File: src/rtl/imm_field_stage.sv
// Decode-side stage ahead of the 20->32 sign extender: classifies format, extracts the immediate,
// and buffers through an output register plus one skid entry. Optional: IMM_ILLEGAL_CHK_EN.
module imm_field_stage #(
    parameter int unsigned XLEN  = 32,
    parameter int unsigned IMM_W = 20
) (
    input  logic             clk,
    input  logic             rst_n,
    input  logic             in_valid,
    output logic             in_ready,
    input  logic [XLEN-1:0]  in_instr,
    input  logic [XLEN-1:0]  in_pc,
    input  logic             flush,
    output logic             out_valid,
    input  logic             out_ready,
    output logic [XLEN-1:0]  out_instr,
    output logic [XLEN-1:0]  out_pc,
    output logic [IMM_W-1:0] out_imm,
    output logic [2:0]       out_fmt
`ifdef IMM_ILLEGAL_CHK_EN
    ,
    output logic             out_illegal
`endif
);

    typedef enum logic [2:0] {FmtR = 3'd0, FmtI = 3'd1, FmtS = 3'd2, FmtB = 3'd3, FmtU = 3'd4,
                              FmtJ = 3'd5} fmt_e;

    typedef struct packed {
        logic [XLEN-1:0]  instr;
        logic [XLEN-1:0]  pc;
        logic [IMM_W-1:0] imm;
        fmt_e             fmt;
`ifdef IMM_ILLEGAL_CHK_EN
        logic             ill;
`endif
    } entry_t;

    entry_t in_entry;
    entry_t out_q, out_d, skid_q, skid_d;
    logic   out_valid_q, out_valid_d, skid_valid_q, skid_valid_d, in_ready_q, in_ready_d;
    logic   in_xfer, out_draining;
    fmt_e   in_fmt;
    logic   s;

    assign s = in_instr[31];

    always_comb begin
        in_fmt = FmtR;
        in_entry = '0;
        unique case (in_instr[6:0])
            7'b0110111, 7'b0010111:                                 in_fmt = FmtU;
            7'b1101111:                                             in_fmt = FmtJ;
            7'b1100111, 7'b0000011, 7'b0010011, 7'b1110011, 7'b0001111: in_fmt = FmtI;
            7'b0100011:                                             in_fmt = FmtS;
            7'b1100011:                                             in_fmt = FmtB;
            7'b0110011:                                             in_fmt = FmtR;
            default: begin
                in_fmt = FmtR;
`ifdef IMM_ILLEGAL_CHK_EN
                in_entry.ill = 1'b1;
`endif
            end
        endcase
`ifdef IMM_ILLEGAL_CHK_EN
        if (in_instr[1:0] != 2'b11) begin
            in_entry.ill = 1'b1;
            in_fmt = FmtR;
        end
`endif
        in_entry.instr = in_instr;
        in_entry.pc    = in_pc;
        in_entry.fmt   = in_fmt;
        // No shifting here: the consumer scales U by 12 and J/B by 1 after extension.
        case (in_fmt)
            FmtU:    in_entry.imm = in_instr[31:12];
            FmtJ:    in_entry.imm = {in_instr[31], in_instr[19:12], in_instr[20], in_instr[30:21]};
            FmtI:    in_entry.imm = {{8{s}}, in_instr[31:20]};
            FmtS:    in_entry.imm = {{8{s}}, in_instr[31:25], in_instr[11:7]};
            FmtB:    in_entry.imm = {{8{s}}, in_instr[31], in_instr[7], in_instr[30:25],
                                     in_instr[11:8]};
            default: in_entry.imm = '0;
        endcase
    end

    assign in_xfer      = in_valid && in_ready_q;
    assign out_draining = !out_valid_q || out_ready;

    always_comb begin
        out_d        = out_q;
        skid_d       = skid_q;
        out_valid_d  = out_valid_q;
        skid_valid_d = skid_valid_q;
        if (flush) begin
            out_valid_d  = 1'b0;
            skid_valid_d = 1'b0;
        end else if (out_draining) begin
            if (skid_valid_q) begin
                out_d        = skid_q;
                out_valid_d  = 1'b1;
                skid_valid_d = in_xfer;
                if (in_xfer) skid_d = in_entry;
            end else if (in_xfer) begin
                out_d       = in_entry;
                out_valid_d = 1'b1;
            end else begin
                out_valid_d = 1'b0;
            end
        end else if (in_xfer) begin
            skid_d       = in_entry;
            skid_valid_d = 1'b1;
        end
        // Registered ready keeps decode back-pressure off the fetch-side combinational path.
        in_ready_d = !skid_valid_d;
    end

    always_ff @(posedge clk or negedge rst_n) begin
        if (!rst_n) begin
            out_q        <= '0;
            skid_q       <= '0;
            out_valid_q  <= 1'b0;
            skid_valid_q <= 1'b0;
            in_ready_q   <= 1'b1;
        end else begin
            out_q        <= out_d;
            skid_q       <= skid_d;
            out_valid_q  <= out_valid_d;
            skid_valid_q <= skid_valid_d;
            in_ready_q   <= in_ready_d;
        end
    end

    assign in_ready  = in_ready_q;
    assign out_valid = out_valid_q;
    assign out_instr = out_q.instr;
    assign out_pc    = out_q.pc;
    assign out_imm   = out_q.imm;
    assign out_fmt   = out_q.fmt;
`ifdef IMM_ILLEGAL_CHK_EN
    assign out_illegal = out_valid_q && out_q.ill;
`endif

endmodule

File: config.mk
export PLATFORM = sky130hd
export DESIGN_NAME = imm_field_stage
export DESIGN_NICKNAME = d
export VERILOG_FILES = /design/src/rtl/imm_field_stage.sv
export SDC_FILE = /design/constraint.sdc
export NUM_CORES = 1
export LEC_CHECK = 0
export BUFFER_PORTS_ARGS = -buffer_cell sky130_fd_sc_hd__buf_2
export CAP_MARGIN = 20
export CELL_PAD_IN_SITES_DETAIL_PLACEMENT = 1
export CELL_PAD_IN_SITES_GLOBAL_PLACEMENT = 1
export CORE_UTILIZATION = 47
export CTS_BUF_LIST = sky130_fd_sc_hd__clkbuf_4 sky130_fd_sc_hd__clkbuf_8
export CTS_CLUSTER_SIZE = 10
export DETAILED_ROUTE_END_ITERATION = 10
export PLACE_DENSITY_LB_ADDON = 0.15
export SKIP_CTS_REPAIR_TIMING = 1
export SYNTH_ARGS = -nofsm -noshare
export SYNTH_HDL_FRONTEND = slang
export SYNTH_SLANG_ARGS = --single-unit
File: constraint.sdc
create_clock -name clk -period 4.05 [get_ports clk]
set_input_delay 0.6075 -clock clk [delete_from_list [all_inputs] [get_ports clk]]
set_output_delay 0.6075 -clock clk [all_outputs]
set_load 0.05 [all_outputs]
* After elaboration in Yosys (flattened, before gate mapping)
Index checks and enable logic that the tools add are counted.
** Word-level totals
- Bits in registers :: 177
- Word-level logic and storage cells :: 53
** Operators by class
- Equality and inequality tests :: 16
- Reductions and logical operators :: 10
- Bitwise logic cells :: 1
- Multiplexer cells :: 15
** Operators with widths (count)
- 87-bit two-way mux :: 5
- 20-bit case mux with 5 select lines :: 1
- 7-bit equality test, second input constant :: 4
- 3-bit case mux with 5 select lines :: 1
- 7-bit by 5-bit equality test with 1-bit output, second input constant :: 2
- 7-bit by 6-bit equality test with 1-bit output, second input constant :: 2
- 1-bit two-way mux :: 8
- 7-bit by 2-bit equality test with 1-bit output, second input constant :: 1
- 7-bit by 4-bit equality test with 1-bit output, second input constant :: 1
- 3-bit by 2-bit equality test with 1-bit output, second input constant :: 2
- 3-bit equality test, second input constant :: 2
- 5-bit OR reduction :: 1
- 2-bit nonzero test :: 2
- 3-bit by 1-bit equality test with 1-bit output, second input constant :: 1
- 3-bit AND reduction :: 1
- 1-bit zero test :: 2
- 2-bit != test, second input constant :: 1
- 2-bit AND reduction :: 1
- 2-bit OR reduction :: 1
- 1-bit logical AND :: 1
- 1-bit logical OR :: 1
- 1-bit inverter :: 1

* Longest topological paths before layout
Gate-level depths: netlist (run 1).
- Depth after elaboration :: 8
- Gate-level depth with buffers :: 8
- Depth with buffers taken out :: 5

* Worst setup path after synthesis (run 1)
OpenSTA, ideal clock, no wires.
- Path kind :: register to register
- From :: register out_valid_q, in the netlist out_valid
- To :: register out_q, in the netlist out_imm[12]
- Setup slack :: 2.116 ns
- Arrival :: 1.798 ns
- Period minus slack after synthesis :: 1.934 ns
- Stages on the path, launching flop included :: 8
- Library setup time :: 0.136 ns
- Cells stage by stage :: dfrtp_1 nor2b_1 or3_1 buf_2 buf_6 or3_1 o21ai_1 a31oi_1
** Between the ends
- Word-level cells in the longest chain between the ends :: 3
** RTL lines
- from (decl) :: line 41 : logic out_valid_q, out_valid_d, skid_valid_q, skid_valid_d, in_ready_q, in_ready_d;
- from (signal assigned) :: line 127 : out_valid_q <= out_valid_d;
- 1-bit zero test :: line 87 : assign out_draining = !out_valid_q || out_ready;
- 1-bit logical OR :: line 87
- 3-bit AND reduction (no line)
- to (signal assigned) :: line 125 : out_q <= out_d;
- to (decl) :: line 40 : entry_t out_q, out_d, skid_q, skid_d;
No other way between the ends.
A chain may end at the register's enable or synchronous reset.

* Worst setup path in the final report (run 1)
- From :: register skid_valid_q
- To :: register out_q, in the netlist out_instr[22]
** Between the ends
- Word-level cells in the longest chain between the ends :: 2
- Elaborated cells between the ends (all ways) :: 3
- Classes of those cells :: 1 x mux; 2 x reduce/logical
** RTL lines
- from (decl) :: line 41
- from (signal assigned) :: line 128 : skid_valid_q <= skid_valid_d;
- 2-bit nonzero test (no line)
- 3-bit AND reduction (no line)
Parallel ways exist; a longest one is shown, timed or not.

==> results of run 1 <==
[flip-flops by register name, indices dropped and copies added (netlist names)]
name and flops:
skid_valid_q 1, out_pc 32, skid_q 87, out_fmt 3, out_instr 32, out_valid 1, out_imm 20, in_ready 1
[cell families after synthesis]
group                    count (synthesis)
buffers and inverters                   61
AND/OR/NAND/NOR                        352
multiplexers                            68
adder cells (fa/ha/maj)                  1
AO/OA/AOI/OAI                          164
XOR/XNOR                                 2
flip-flops                             177
[critical path, cell delays in order, from the launching register on]
cell     delay (ns)
dfrtp_4        0.71
a21oi_1        0.30
or3_4          0.38
buf_16         0.30
buf_4          0.43
o21ai_0        0.21
[report_power, final]
part	total (uW)	internal, uW	leakage, uW	switching (uW)
clock network	1320	694	0.000208	625
logic	1320	333	0.00201	986
registers	2330	2120	0.00222	212
[metrics by stage]
step / std cells / worst slack [ns] / cell area, um^2 / hold WS (ns) / utilization, %
detailed placement: 1148 / 1.24 / 8730 / 0.461 / 54.3
global route: 1179 / 1.35 / 9180 / 0.208 / 57.2
floorplan: 825 / 2.12 / 7840 / 0.312 / -
CTS: 1178 / 1.24 / 9150 / 0.165 / 57.0
finish: 1179 / 1.48 / 9180 / 0.165 / 57.2
global placement: 1148 / 1.42 / 8730 / 0.456 / 54.3
[final cells by class]
cell class	count	area (um^2)
Fill cell	1886	6880
Sequential cell	177	4430
Multi-Input combinational cell	587	3150
Timing Repair Buffer	166	892
Tap cell	216	270
Clock buffer	20	263
Clock inverter	10	161
Inverter	3	11.3
[cells in the mapped netlist (2+ instances only)]
cell        n
a211oi_1    2
a21oi_1    14
a221oi_1    4
a222oi_1    6
a22o_1      7
a22oi_1     7
a31oi_1    17
and2_1      4
and3b_1     2
buf_2      26
buf_4       2
clkbuf_1   29
dfrtp_1   176
inv_1       3
mux2_2      3
mux2i_1    65
nand2_1   285
nand3_1     6
nand3_2     2
nand3b_1    2
nand4_1     2
nor2_1     27
nor2b_1     2
nor3_1      3
nor3_2      2
o21ai_0    81
o21ai_1    11
o22ai_1    10
or3_1      10
[worst paths after layout]
path	from	endpoint	slack, ns	cells past startpoint
hold / removal	rst_n	skid_q[17]	0.16	1
setup reg to reg	skid_valid_q	out_instr[22]	1.48	5
setup / recovery	skid_valid_q	out_instr[22]	1.48	5
min in group clk	in_pc[30]	skid_q[53]	0.36	3
hold reg to reg	skid_q[2]	skid_q[2]	0.48	2
max in group asynchronous	rst_n	skid_q[22]	2.85	2
[layer usage]
metal	part of all wire, %	vias to the layer above
met5	0	-
met4	1.4	0
met3	4.1	29
met2	50	162
met1	44	3327
li1	-	3046
==> results.cfg, run 1 <==
[cts]
clk_latency_ns = 0.46
clock-sinks = 177
htreeDepth = 4
path_clk_slew_ns = 0.08
cts_root_buf = clkbuf_8
cts_tree = built
numCtsBuffers = 17
clockBufferDepth = 2

[yosys]
synth_top_family_by_area = simple AND/OR/NAND/NOR gates
synth_edf_count = 0
synth_compound_area_share_pct = 12.4
synth_area_leaders = dfrtp_1 (56%), nand2_1 (14%), mux2i_1 (8.3%)
synth_fp_nets = 894
synthArstFlopShare_pct = 100
synth_mux_area_share_pct = 8.74
synth_seq_area_share_pct = 56.5
ys_seq_elements = 177
synth-simple-area-share_pct = 18.5
synth_area_um2 = 7840
synth_cells = 825
postSynthAreaPerCell_um2 = 9.50
synth_xor_area_share_pct = 0.224
ys_warn_count = 0
yosys_most_used_dff = dfrtp_1
synth.distinct_cells = 44
synth_area_leader_cell = dfrtp_1
synth_top_cell_area_share_pct = 56.2
synth_fa_ha_area_share_pct = 0.128

[routing]
vias_per_cell = 5.57
drt_iter0_drc = 415
vias = 6564
drc = 0
final_antenna_net_count = 0
dr.pass1.iters = 6
totalWireLength_um = 22300
routedWlPerCell_um = 18.9

[timing]
clock-skew-final_ns = 0.00809
worstMarginPinSlew_ns = 1.01
rsz0062_at_grt = no
setup_tns_ns = 0
setup_violations = 0
fin_crit_sh_pct = 63.4
fmax_mhz = 390
min_period_ns = 2.57
final_max_slew_viol_count = 0
hold_violations = 0
relSlewSlack_pct = 32.4

[floorplanning]
die-height_um = 131
initial_core_util_pct = 48.8
coreArea_um2 = 16100
die_area_um2 = 17200
io_pins = 158
rows = 46
die_w_um = 131

[cells_and_area]
final_nets = 1021
final_common_cell = nand2_1
synthToLayoutAreaGrowth_pct = 17.1
final_cell_mix = nand2_1 (285), dfrtp_1 (175), buf_2 (156), o21ai_0 (81), mux2i_1 (65)
diodes = 0
drive_gt1_share_pct = 22.0

[grt]
grt_use_met3_pct = 4.44
grt_max_degree = 112
met1_usage_pct = 35.8
first_global_vias = 7062
overflow = 0
grt_antenna_before_repair = 0
use_met2_pct = 46.4
grt_busiest_layer = met2
grt_pass1_wl_um = 37200
grt_use_total_pct = 27.3

[pwr]
power_uw = 4970
power_leakage_uw = 0.00444
peakVddDrop_mv = 0.230
p_per_area_nw_per_um2 = 542

[setup_path]
crit_path_end_kind = register
crit_arrival_ns = 2.87
crit_type = register to register
critPathRequiredTime_ns = 4.35
crit_fanout = 84
cp-start-kind = register

[placed_design]
place.gp.congestion = 0.844
io_buffers = 157
dp_hpwl_um = 15000

[status]
outcome = finished, final reports clean

[hold_path]
worst_hold_path_type = input port to asynchronous set/reset pin

[job]
max_cap_violations = 0
Power figures use the tool's default switching activity.
==> run 2, diff against run 1 <==
- ABC_AREA: not set -> 1
- CORE_UTILIZATION: 47 -> 42
- clock period: 4.05 -> 2.4 ns (I/O delays scaled with it)
==> results.cfg, run 2 <==
[job]
max_cap_violations = 0

[cts]
numCtsBuffers = 17
htreeDepth = 4
cts_tree = built
clock-sinks = 177
path_clk_slew_ns = 0.10
clk_latency_ns = 0.47
clockBufferDepth = 2
cts_root_buf = clkbuf_8

[yosys]
synth.distinct_cells = 26
synth_fp_nets = 1098
synth_cells = 1029
synthArstFlopShare_pct = 100
postSynthAreaPerCell_um2 = 7.91
synth_area_leaders = dfrtp_1 (54%), nand2_1 (20%), a31oi_1 (4.8%)
yosys_most_used_dff = dfrtp_1
synth_most_common_cell = nand2_1
ys_seq_elements = 177
ys_warn_count = 0
synth_top_cell_area_share_pct = 54.1
synth_area_leader_cell = dfrtp_1
synth_area_um2 = 8140
synth_edf_count = 0
synth_seq_area_share_pct = 54.5
synthTopCellsByCount = nand2_1 (434), dfrtp_1 (176), nor2_1 (92), a31oi_1 (63), inv_1 (56)

[routing]
vias_per_cell = 5.04
routedWlPerCell_um = 16.4
drt_iter0_drc = 353
dr.pass1.iters = 4
vias = 7234
totalWireLength_um = 23600
drc = 0
final_antenna_net_count = 0

[pwr]
peakVddDrop_mv = 0.426
p_per_area_nw_per_um2 = 902
switching_share_pct = 36.9
p_sw_uw = 3230
power_leakage_uw = 0.00518
clock_power_share_pct = 27.8
seq_power_share_pct = 45.4
power.internal_uw = 5510
combinationalPowerShare_pct = 26.7

[placed_design]
place.gp.congestion = 0.840
dp_hpwl_um = 15700
io_buffers = 157
dp_worst_setup_slack_ns = 0.439

[timing]
hold_violations = 0
setup_violations = 0
clock-skew-final_ns = 0.0109
final_max_slew_viol_count = 0
fmax_mhz = 545
relSlewSlack_pct = 34.4
min_period_ns = 1.83
setup_ws_ns = 0.565
setup_tns_ns = 0
worstMarginPinSlew_ns = 0.984
rsz0062_at_grt = no
fin_crit_sh_pct = 76.4

[setup_path]
crit_path_end_kind = register
crit_type = register to register
critPathTopFamily = buffers and inverters
slowest_delay_ns = 0.38
crit_chain = clkinv_2 > nand2_1 > nand3_2 > inv_4 > buf_12 > nor2_1 > a31oi_1
critPathRequiredTime_ns = 2.78
crit_path_top_delay_cell = dfrtp_2
cp-start-kind = register
crit_buf_inv = 3
crit_fanout = 54
crit_arrival_ns = 2.22

[cells_and_area]
drive_gt1_share_pct = 19.9
final_common_cell = nand2_1
diodes = 0
regMostFlops = skid_q
synthToLayoutAreaGrowth_pct = 19.0
final_nets = 1230
n_fill_cell = 2357
largest_register_ffs = 87
fin_util_pct = 51.4
final_cell_mix = nand2_1 (434), dfrtp_1 (175), buf_2 (156), nor2_1 (92), a31oi_1 (63)

[floorplanning]
initial_core_util_pct = 43.2
io_pins = 158
die-height_um = 141
die_area_um2 = 19900
rows = 50
coreArea_um2 = 18800
die_w_um = 141

[grt]
use_met2_pct = 41.9
first_global_vias = 7560
grt_pass1_wl_um = 39200
met1_usage_pct = 34.1
grt_use_total_pct = 25.3
grt_max_degree = 92
grt_antenna_before_repair = 0
grt_use_met3_pct = 4.14
grt_busiest_layer = met2
overflow = 0

[status]
outcome = finished, final reports clean

[hold_path]
worst_hold_path_type = input port to register
## run 2: cell types whose count changed after synthesis, sizes merged, moves of 10 or more
cell / delta
nor2: +68
nand2: +156
mux2i: -65
a21oi: +10
o22ai: -10
a31oi: +46
inv: +56
nand3: +41
or3: -10
o21ai: -43
## run 2: tightest hold or removal path, delay by kind of cell
kind                   cells  cell delay (ns)
and+or+nand+nor            2             0.08
buffers and inverters      1             0.08
## run 2: final timing paths
check                      slack [ns]         start  cells after the start          to
max reg2reg                      0.57  skid_valid_q                      7  out_pc[24]
min in group asynchronous        0.45         rst_n                      2  skid_q[59]
min reg2reg                      0.48    out_imm[4]                      2  out_imm[4]
min                              0.09     in_pc[18]                      3  skid_q[41]
max                              0.57  skid_valid_q                      7  out_pc[24]
max in group asynchronous        1.21         rst_n                      3  out_imm[5]
## run 2: power groups by stage
stage | Sequential [uW] | Clock, uW | Combinational [uW]
final | 3970 | 2430 | 2340
after floorplan | 4870 | 0 | 764
after global routing | 4040 | 2600 | 2550
after global placement | 3990 | 0 | 2290
after CTS | 3970 | 2490 | 2360
after detailed placement | 4020 | 0 | 2350
## run 2: kinds of logic after synthesis
family	after synthesis	share of synthesized area, %
AND/OR/NAND/NOR	596	29.8
flip-flops	177	54.5
AO/OA/AOI/OAI	137	9.66
buffers and inverters	119	6.09
## run 2: stage by stage
step                hold slack [ns]  area (um^2)  power [uW]  cells
global route                 0.0884         9690        9190   1434
detailed placement            0.439         9210        6370   1401
floorplan                    0.0644         8140        5630   1029
global placement              0.438         9210        6280   1401
CTS                         -0.0872         9680        8830   1433
finish                       0.0902         9690        8730   1434
## run 2: routing by layer
metal	part of all wire, %	vias to the layer above
li1	-	3533
met3	3.9	24
met1	47	3519
met4	1.3	0
met2	48	158
met5	0	-
## run 2: area by class of cell
| cell class | count | area, um^2 | area share [%] |
|---|---|---|---|
| multi-input combinational | 733 | 3220 | 33.2 |
| sequential | 177 | 4430 | 45.8 |
| clock inverter | 14 | 229 | 2.36 |
| inverter | 59 | 225 | 2.33 |
| tap | 260 | 325 | 3.36 |
| clock buffer | 18 | 241 | 2.49 |
| timing repair buffer | 173 | 1020 | 10.5 |
